## config.mk

```make
export PLATFORM = sky130hd
export DESIGN_NAME = m92_sound_latch_flat
export DESIGN_NICKNAME = d
export VERILOG_FILES = /design/src/rtl/m92_sound_latch_if.sv /design/src/rtl/m92_sound_latch.sv /design/src/flat_wrapper.sv
export SDC_FILE = /design/constraint.sdc
export NUM_CORES = 1
export LEC_CHECK = 0
export BUFFER_PORTS_ARGS = -buffer_cell sky130_fd_sc_hd__buf_4
export CORE_UTILIZATION = 40
export DETAILED_ROUTE_END_ITERATION = 8
export GPL_ROUTABILITY_DRIVEN = 0
export PLACE_DENSITY_LB_ADDON = 0.15
export SLEW_MARGIN = 10
export SYNTH_ARGS = -nofsm -noshare
export SYNTH_HDL_FRONTEND = slang
export SYNTH_SLANG_ARGS = --single-unit
```

## constraint.sdc

```tcl
create_clock -name clk -period 2.9 [get_ports clk]
set_clock_uncertainty 0.1 [all_clocks]
set_input_delay 0.435 -clock clk [delete_from_list [all_inputs] [get_ports clk]]
set_output_delay 0.435 -clock clk [all_outputs]
set_load 0.005 [all_outputs]
```

## src/rtl/m92_sound_latch_if.sv

```systemverilog
// Main-CPU / sound-CPU side signals of the M92 sound mailbox.
// The slave modport is the mailbox itself; the master modport is whoever drives the CPU strobes.
interface m92_sound_latch_if #(
    parameter int unsigned DEPTH = 4
);
    localparam int unsigned CntW = $clog2(DEPTH) + 1;

    logic            ce_cycle;
    logic            main_wr;
    logic [7:0]      main_din;
    logic            main_full;
    logic            main_ovf;
    logic            main_ovf_clr;
    logic            main_rd;
    logic [7:0]      main_reply;
    logic            main_irq;
    logic            snd_rd;
    logic [7:0]      snd_cmd;
    logic [CntW-1:0] snd_count;
    logic            snd_wr;
    logic [7:0]      snd_din;
    logic            intp;

    modport slave (
        input  ce_cycle, main_wr, main_din, main_ovf_clr, main_rd, snd_rd, snd_wr, snd_din,
        output main_full, main_ovf, main_reply, main_irq, snd_cmd, snd_count, intp
    );

    modport master (
        output ce_cycle, main_wr, main_din, main_ovf_clr, main_rd, snd_rd, snd_wr, snd_din,
        input  main_full, main_ovf, main_reply, main_irq, snd_cmd, snd_count, intp
    );
endinterface

```

## src/rtl/m92_sound_latch.sv

```systemverilog
// M92 main-CPU -> V35 command FIFO with per-command INTP0 edge generation,
// plus a one-byte reply latch back to the main CPU.
module m92_sound_latch #(
    parameter int unsigned DEPTH      = 4,
    parameter int unsigned IRQ_GAP    = 4,
    parameter bit          IRQ_ACTLOW = 1'b1
) (
    input  logic               clk,
    input  logic               reset,
    m92_sound_latch_if.slave   bus
);
    localparam int unsigned PtrW = $clog2(DEPTH);
    localparam int unsigned CntW = PtrW + 1;
    localparam int unsigned GapW = $clog2(IRQ_GAP + 1);

    localparam bit IntpIdle = IRQ_ACTLOW;
    localparam bit IntpAct  = ~IRQ_ACTLOW;

    typedef enum logic [1:0] {StIdle, StAssert, StGap} irq_state_e;

    // Command FIFO state
    logic [7:0]      mem_q [DEPTH];
    logic [PtrW-1:0] wr_ptr_q, wr_ptr_d;
    logic [PtrW-1:0] rd_ptr_q, rd_ptr_d;
    logic [CntW-1:0] count_q, count_d;
    logic            full_q, full_d;
    logic            ovf_q, ovf_d;

    // Reply latch state
    logic [7:0]      reply_q, reply_d;
    logic            irq_q, irq_d;

    // Interrupt sequencer state
    irq_state_e      state_q;
    logic [GapW-1:0] gap_cnt_q;
    logic            intp_q;

    logic empty;
    logic pop_ok;
    logic push_ok;

    assign empty   = (count_q == '0);
    assign pop_ok  = bus.snd_rd && !empty;
    // A full FIFO still takes a push when a pop frees the head in the same clk.
    assign push_ok = bus.main_wr && (!full_q || pop_ok);

    always_comb begin
        wr_ptr_d = wr_ptr_q;
        rd_ptr_d = rd_ptr_q;
        count_d  = count_q;
        ovf_d    = ovf_q;

        if (push_ok) begin
            wr_ptr_d = wr_ptr_q + PtrW'(1);
        end
        if (pop_ok) begin
            rd_ptr_d = rd_ptr_q + PtrW'(1);
        end

        unique case ({push_ok, pop_ok})
            2'b10:   count_d = count_q + CntW'(1);
            2'b01:   count_d = count_q - CntW'(1);
            default: count_d = count_q;
        endcase

        full_d = (count_d == CntW'(DEPTH));

        // Set beats clear when a dropped push coincides with the clear strobe.
        if (bus.main_ovf_clr) begin
            ovf_d = 1'b0;
        end
        if (bus.main_wr && !push_ok) begin
            ovf_d = 1'b1;
        end
    end

    always_comb begin
        reply_d = reply_q;
        irq_d   = irq_q;
        if (bus.snd_wr) begin
            reply_d = bus.snd_din;
            irq_d   = 1'b1;
        end else if (bus.main_rd) begin
            irq_d   = 1'b0;
        end
    end

    always_ff @(posedge clk) begin
        if (push_ok) begin
            mem_q[wr_ptr_q] <= bus.main_din;
        end
    end

    always_ff @(posedge clk) begin
        if (reset) begin
            wr_ptr_q <= '0;
            rd_ptr_q <= '0;
            count_q  <= '0;
            full_q   <= 1'b0;
            ovf_q    <= 1'b0;
            reply_q  <= 8'h00;
            irq_q    <= 1'b0;
        end else begin
            wr_ptr_q <= wr_ptr_d;
            rd_ptr_q <= rd_ptr_d;
            count_q  <= count_d;
            full_q   <= full_d;
            ovf_q    <= ovf_d;
            reply_q  <= reply_d;
            irq_q    <= irq_d;
        end
    end

    // One active period per command; the gap guarantees the V35 sees a fresh edge each time.
    always_ff @(posedge clk) begin
        if (reset) begin
            state_q   <= StIdle;
            gap_cnt_q <= '0;
            intp_q    <= IntpIdle;
        end else begin
            unique case (state_q)
                StIdle: begin
                    if (!empty) begin
                        state_q <= StAssert;
                        intp_q  <= IntpAct;
                    end
                end
                StAssert: begin
                    if (pop_ok) begin
                        state_q   <= StGap;
                        gap_cnt_q <= GapW'(IRQ_GAP);
                        intp_q    <= IntpIdle;
                    end
                end
                StGap: begin
                    if (gap_cnt_q == '0) begin
                        state_q <= StIdle;
                    end else if (bus.ce_cycle) begin
                        gap_cnt_q <= gap_cnt_q - GapW'(1);
                    end
                end
                default: begin
                    state_q <= StIdle;
                    intp_q  <= IntpIdle;
                end
            endcase
        end
    end

    assign bus.snd_cmd    = empty ? 8'hFF : mem_q[rd_ptr_q];
    assign bus.snd_count  = count_q;
    assign bus.main_full  = full_q;
    assign bus.main_ovf   = ovf_q;
    assign bus.main_reply = reply_q;
    assign bus.main_irq   = irq_q;
    assign bus.intp       = intp_q;
endmodule

```

## src/flat_wrapper.sv

```systemverilog
// flat-port wrapper written by rule: the top's interface ports become plain ports
module m92_sound_latch_flat 
#(
    parameter int unsigned DEPTH      = 4,
    parameter int unsigned IRQ_GAP    = 4,
    parameter bit          IRQ_ACTLOW = 1'b1
)
  (clk, reset, bus_ce_cycle, bus_main_wr, bus_main_din, bus_main_ovf_clr, bus_main_rd, bus_snd_rd, bus_snd_wr, bus_snd_din, bus_main_full, bus_main_ovf, bus_main_reply, bus_main_irq, bus_snd_cmd, bus_snd_count, bus_intp);
  m92_sound_latch_if #(.DEPTH(DEPTH)) bus_i ();
  input  logic clk;
  input  logic reset;
  input wire logic [$bits(bus_i.ce_cycle)-1:0] bus_ce_cycle;
  input wire logic [$bits(bus_i.main_wr)-1:0] bus_main_wr;
  input wire logic [$bits(bus_i.main_din)-1:0] bus_main_din;
  input wire logic [$bits(bus_i.main_ovf_clr)-1:0] bus_main_ovf_clr;
  input wire logic [$bits(bus_i.main_rd)-1:0] bus_main_rd;
  input wire logic [$bits(bus_i.snd_rd)-1:0] bus_snd_rd;
  input wire logic [$bits(bus_i.snd_wr)-1:0] bus_snd_wr;
  input wire logic [$bits(bus_i.snd_din)-1:0] bus_snd_din;
  output wire logic [$bits(bus_i.main_full)-1:0] bus_main_full;
  output wire logic [$bits(bus_i.main_ovf)-1:0] bus_main_ovf;
  output wire logic [$bits(bus_i.main_reply)-1:0] bus_main_reply;
  output wire logic [$bits(bus_i.main_irq)-1:0] bus_main_irq;
  output wire logic [$bits(bus_i.snd_cmd)-1:0] bus_snd_cmd;
  output wire logic [$bits(bus_i.snd_count)-1:0] bus_snd_count;
  output wire logic [$bits(bus_i.intp)-1:0] bus_intp;
  assign bus_i.ce_cycle = bus_ce_cycle;
  assign bus_i.main_wr = bus_main_wr;
  assign bus_i.main_din = bus_main_din;
  assign bus_i.main_ovf_clr = bus_main_ovf_clr;
  assign bus_i.main_rd = bus_main_rd;
  assign bus_i.snd_rd = bus_snd_rd;
  assign bus_i.snd_wr = bus_snd_wr;
  assign bus_i.snd_din = bus_snd_din;
  assign bus_main_full = bus_i.main_full;
  assign bus_main_ovf = bus_i.main_ovf;
  assign bus_main_reply = bus_i.main_reply;
  assign bus_main_irq = bus_i.main_irq;
  assign bus_snd_cmd = bus_i.snd_cmd;
  assign bus_snd_count = bus_i.snd_count;
  assign bus_intp = bus_i.intp;
  m92_sound_latch #(.DEPTH(DEPTH), .IRQ_GAP(IRQ_GAP), .IRQ_ACTLOW(IRQ_ACTLOW)) u_core (.clk(clk), .reset(reset), .bus(bus_i));
endmodule
```

=== After elaboration in Yosys (flattened, before gate mapping) ===
Memories as Yosys holds them, arrays and structs flattened. A register that Yosys moved wholly into a read port is not among the register bits.
Cells that the tools add are included.

* Reduce and logical (&&, ||, !) cells: 16
* Bitwise logic cells: 1
* Add/subtract/negate cells: 5
* Equality and inequality tests: 10
* Multiplexer cells: 21

{| class="wikitable"
|+ Operators with widths
! kind !! number
|-
| $pmux W3 S2 || 2
|-
| $mux W2 || 5
|-
| $mux W3 || 3
|-
| $mux W1 || 8
|-
| $mux W8 || 1
|-
| $logic_not A3 Y1 || 2
|-
| $ne A2 B2 Y1 const B || 3
|-
| $pmux W2 S3 || 1
|-
| $reduce_and A3 Y1 || 2
|-
| $reduce_bool A2 Y1 || 3
|-
| $sub A3 B1 Y3 const B || 2
|-
| $add A2 B1 Y2 const B || 2
|-
| $eq A2 B1 Y1 const B || 2
|-
| $eq A2 B2 Y1 const B || 2
|-
| $ne A2 B1 Y1 const B || 2
|-
| $reduce_and A4 Y1 || 1
|-
| $add A3 B1 Y3 const B || 1
|-
| $eq A3 B3 Y1 const B || 1
|-
| $logic_and A1 B1 Y1 || 3
|-
| $logic_not A1 Y1 || 3
|-
| $pmux W1 S3 || 1
|-
| $logic_not A2 Y1 || 1
|-
| $logic_or A1 B1 Y1 || 1
|-
| $not A1 Y1 || 1
|}

* Input bits: 24
* Bits in writable memories: 32
* Register bits after elaboration: 24
* Memories kept: 1
* Output and inout port bits: 23
* Word-level logic and storage cells: 64

{| class="wikitable"
|+ Memories
! memory !! depth !! bits a word !! rd ports !! clocked after Yosys merged registers in !! write ports !! line !! source
|-
| u_core.mem_q || 4 || 8 || 1 || 1 || 1 || m92_sound_latch.sv:22 || <nowiki>logic [7:0] mem_q [DEPTH];</nowiki>
|}

=== Logic depth before layout (Yosys ltp) ===
* Depth in word-level cells: 8
* Depth in mapped cells: 10
* Mapped depth without buffers: 10

=== Worst setup path after synthesis ===
OpenSTA, ideal clock, no wires.

* Path type: register to register
* Start: reg u_core.count_q[1] (netlist: u_core.bus.snd_count[1])
* End: reg u_core.full_q (netlist: u_core.bus.main_full)
* Stages on the path, launching flop included: 11
* Required time: 2.671 ns
* Buffers on the path: 0
* Setup time: 0.129 ns
* Arrival time: 1.914 ns
* Setup slack: 0.758 ns
* Clock period less this slack: 2.142 ns
* Path through: dfxtp_1 -> o31ai_4 -> a21boi_4 -> inv_1 -> ha_1 -> inv_1 -> fa_1 -> xor2_1 -> nor2_1 -> xnor2_1 -> nor3_1

* Cells in the longest elaborated chain, start to end: 8
* Elaborated cells on any way between the ends: 11
* Those cells by class: 2 x add/sub; 3 x eq/ne; 1 x mux; 5 x reduce/logical

{| class="wikitable"
|+ Ends and longest elaborated chain
! item !! line !! source
|-
| from (decl) || m92_sound_latch.sv:25 || <nowiki>logic [CntW-1:0] count_q, count_d;</nowiki>
|-
| from (signal assigned) || m92_sound_latch.sv:106 || <nowiki>count_q <= count_d;</nowiki>
|-
| $logic_not A3 Y1 || m92_sound_latch.sv:42 || <nowiki>assign empty = (count_q == '0);</nowiki>
|-
| $logic_not A1 Y1 || m92_sound_latch.sv:43 || <nowiki>assign pop_ok = bus.snd_rd && !empty;</nowiki>
|-
| $logic_and A1 B1 Y1 || m92_sound_latch.sv:43 ||
|-
| $logic_or A1 B1 Y1 || m92_sound_latch.sv:45 || <nowiki>assign push_ok = bus.main_wr && (!full_q || pop_ok);</nowiki>
|-
| $logic_and A1 B1 Y1 || m92_sound_latch.sv:45 ||
|-
| $eq A2 B1 Y1 / $eq A2 B2 Y1 (equally long branches) || m92_sound_latch.sv:60 || <nowiki>unique case ({push_ok, pop_ok})</nowiki>
|-
| $pmux W3 S2 (*) || m92_sound_latch.sv:60 ||
|-
| $eq A3 B3 Y1 (*) || m92_sound_latch.sv:66 || <nowiki>full_d = (count_d == CntW'(DEPTH));</nowiki>
|-
| to (signal assigned) || m92_sound_latch.sv:107 || <nowiki>full_q <= full_d;</nowiki>
|-
| to (decl) || m92_sound_latch.sv:26 || <nowiki>logic full_q, full_d;</nowiki>
|}

Every way passes the cells marked *; elsewhere a longest branch is shown, timed or not.
A chain may end at the register's enable or synchronous reset.

==> run_results.csv <==
group,metric,value,unit
sta,finalMaxSlewViolations,0,
sta,worst_slew_margin_rel,0.515,
clock_network,tritoncts.num_buffers,9,
global_routing,grt_max_degree,28,
power,power.density_cell_area,896,nW/um2
drt,drt_pre_antenna_iters,4,
drt,detail-route-antenna-nets,0,
clock_network,post_cts_sizing_count,0,
floorplan,core_area,5640,um2
final_layout,number_of_nets_in_the_finished_design,260,
critical_path,timing.critical_path.cells,"mux4_2 -> or2_1 -> buf_4",
min_path,number_of_cells_on_the_worst_hold_path,1,
clock_network,cts.reportedPaths.clkPinSlew,0.06,ns
critical_path,top_fanout_value_on_the_critical_path,8,
placement,dpl.hpwl,2760,um
synthesis,synth_cell_types,35,
critical_path,timing.rr.start,"u_core.bus.snd_count[1]",
clock_network,cts_htree_levels,3,
synthesis,synth.net_count,211,
min_path,worstHoldPathType,"in2reg",
global_routing,grt_first_pass_wirelength,6970,um
drt,routed_via_density,4.78,
placement,port_buffers,46,
synthesis,synth.yosys.warnings,0,
clock_network,cts_buffer_depth,2,
critical_path,setup_slack_reg_to_reg,0.62,ns
power,leakage,0.00120,uW
drt,first_iter_violations,54,
power,total_power,2710,uW
critical_path,setup.worst_path.start_class,"register",
critical_path,slowest_delay,0.68,ns
critical_path,critPathKind,"reg2out",
final_layout,final_layout_size_suffix_gt1_frac,0.313,
clock_network,tritoncts,"done",
clock_network,post_cts.repair.setup_buffers,0,
global_routing,global_route.usage.total,0.151,
sta,achievable-frequency,0.405,GHz
sta,report.final.hold_viol_count,0,
synthesis,seq_area_frac_synth,0.618,
sta,finalSetupTns,0,ns
floorplan,floorplan.initialDensity,0.425,
outcome,outcome,"finished clean",
power,vdd_drop_max,346,uV
synthesis,yosys.area.top_type,"sky130_fd_sc_hd__edfxtp_1",
synthesis,dominantRegCellSynth,"sky130_fd_sc_hd__edfxtp_1",
synthesis,synth_async_sr_flop_share,0,
clock_network,tritoncts_num_sinks,58,
clock_network,cts_hold_buf,0,
global_routing,grt_pass1_vias,1463,
critical_path,rr_worst_depth,10,
sta,final_period_util,0.852,
global_routing,antenna_found_initial,0,
synthesis,number_of_enable_flip_flop_cells_after_synthesis,32,
critical_path,crit_path_top_delay_cell,"sky130_fd_sc_hd__dfxtp_1",
synthesis,synthesis.area,2400,um2
clock_network,clk_root_buffer_cell,"sky130_fd_sc_hd__clkbuf_8",
synthesis,yosys.cell_count.top_type,"sky130_fd_sc_hd__edfxtp_1",
synthesis,ys_top_cells_by_area,"sky130_fd_sc_hd__edfxtp_1 (40%), sky130_fd_sc_hd__dfxtp_1 (22%), sky130_fd_sc_hd__mux4_2 (7.5%)",
sta,finalSetupViolCount,0,
final_layout,fill_cell_count,496,
floorplan,placementRows,27,
drt,route.detailed.drc,0,
sta,period_minus_slack,2.47,ns
drt,routed-via-count,1457,
min_path,min-delay-start,"bus_main_din[3]",
final_layout,area_growth,26.2,%
min_path,min_to,"u_core.mem_q[2][3]",
clock_network,clk-insertion-delay-late,0.32,ns
final_layout,antenna-diode-count,0,
synthesis,synth.top_cell.area_share,0.401,
critical_path,timing.rr.end,"u_core.bus.main_full",
floorplan,die-area,6310,um2
sta,rsz_0062_raised_after_global_routing,"no",
floorplan,die_height,79.4,um
sta,worst-slew-pin-transition,0.724,ns
floorplan,boundaryPins,47,
synthesis,syn_area_per_cell,13.4,um2
critical_path,crit_arrival,1.94,ns
synthesis,number_of_standard_cells_after_synthesis,179,
drt,drt-total-wl,4170,um
synthesis,ys_seq_elements,58,
critical_path,critical_path.endpoint_type,"primary output",
floorplan,die_width,79.4,um
drt,wire_per_inst,13.7,um
global_routing,globalRouteOverflowTotal,0,
critical_path,worst_ep_required_time,2.37,ns
job,maxCapViolCount,0,
synthesis,synth_top_cells_by_count,"sky130_fd_sc_hd__edfxtp_1 (32), sky130_fd_sc_hd__dfxtp_1 (26), sky130_fd_sc_hd__nor2_1 (26)",
-- power by group --
group	leakage [uW]	switching [uW]	internal, uW	total, uW
clock	0.000118	306	562	867
combinational	0.000573	333	404	736
sequential	0.000507	128	981	1110
total	0.00120	767	1950	2710
-- placed cells by master (no fill, tap or decap), drive strengths merged --
master / n
a21boi: 1
a21o: 1
a21oi: 6
a22oi: 1
a31oi: 1
a32oi: 1
and2: 5
buf: 46
bufinv: 3
clkbuf: 9
clkinv: 4
dfxtp: 26
edfxtp: 32
fa: 1
ha: 7
inv: 11
mux2i: 9
mux4: 8
nand2: 3
nand2b: 2
nand3: 2
nor2: 26
nor2b: 1
nor3: 4
nor3b: 1
nor4: 1
o2111ai: 1
o21a: 1
o21ai: 2
o31a: 1
o31ai: 1
or2: 8
xnor2: 4
xor2: 3
-- critical path, delay by kind of cell (launching register included) --
kind                   cells  cell delay, ns
flip-flops                 1            0.68
multiplexers               1            0.56
AND/OR/NAND/NOR            1            0.23
buffers and inverters      1            0.14
-- routing by layer --
layer  part of all wire  track usage
met4              0.016       0.0818
met1               0.45        0.185
met2               0.49        0.241
met3              0.049       0.0400
met5                  0            0
-- kinds of logic after synthesis --
group,after synthesis,share of synthesized area
flops,58,0.618
compound gates,17,0.0563
xor+xnor,7,0.0256
mux,17,0.113
buf+inv,19,0.0334
simple gates,53,0.110
fa+ha+maj,8,0.0449
-- area by class of cell --
type | count | area (um2) | area share
Clock buffer | 9 | 124 | 0.0409
Multi-Input combinational cell | 102 | 837 | 0.277
Timing Repair Buffer | 46 | 345 | 0.114
Inverter | 11 | 41.3 | 0.0136
Sequential cell | 58 | 1480 | 0.489
Tap cell | 72 | 90.1 | 0.0298
Clock inverter | 7 | 108 | 0.0356
-- flip-flops by register name (all words and copies together) (netlist names), named ones only --
register / flops
u_core.bus.intp: 1
u_core.bus.main_irq: 1
u_core.rd_ptr_q: 2
u_core.bus.main_ovf: 1
u_core.gap_cnt_q: 3
u_core.mem_q: 32
u_core.state_q: 2
u_core.bus.main_reply: 8
u_core.bus.main_full: 1
u_core.wr_ptr_q: 2
u_core.bus.snd_count: 3
-- stage by stage --
step | cells | worst slack, ns | area, um2 | utilization | hold WS [ns]
CTS | 305 | 0.365 | 3030 | 0.536 | 0.197
global placement | 289 | 0.683 | 2800 | 0.495 | 0.377
detailed placement | 289 | 0.631 | 2800 | 0.495 | 0.377
global route | 305 | 0.308 | 3030 | 0.536 | 0.198
finish | 305 | 0.428 | 3030 | 0.536 | 0.212
floorplan | 179 | 0.758 | 2400 | - | 0.376
-- worst max-delay path by stage --
stage | from | endpoint | slack (ns)
final | register | bus_snd_cmd[3] | 0.43
after global routing | register | bus_snd_cmd[1] | 0.31
after CTS | register | bus_snd_cmd[3] | 0.36
after detailed placement | u_core.bus.snd_count[0] | u_core.bus.main_full | 0.63
after global placement | u_core.bus.snd_count[0] | u_core.bus.main_full | 0.68
after floorplan | u_core.bus.snd_count[1] | u_core.bus.main_full | 0.76
Note: power is estimated with default switching activity, not from simulation.
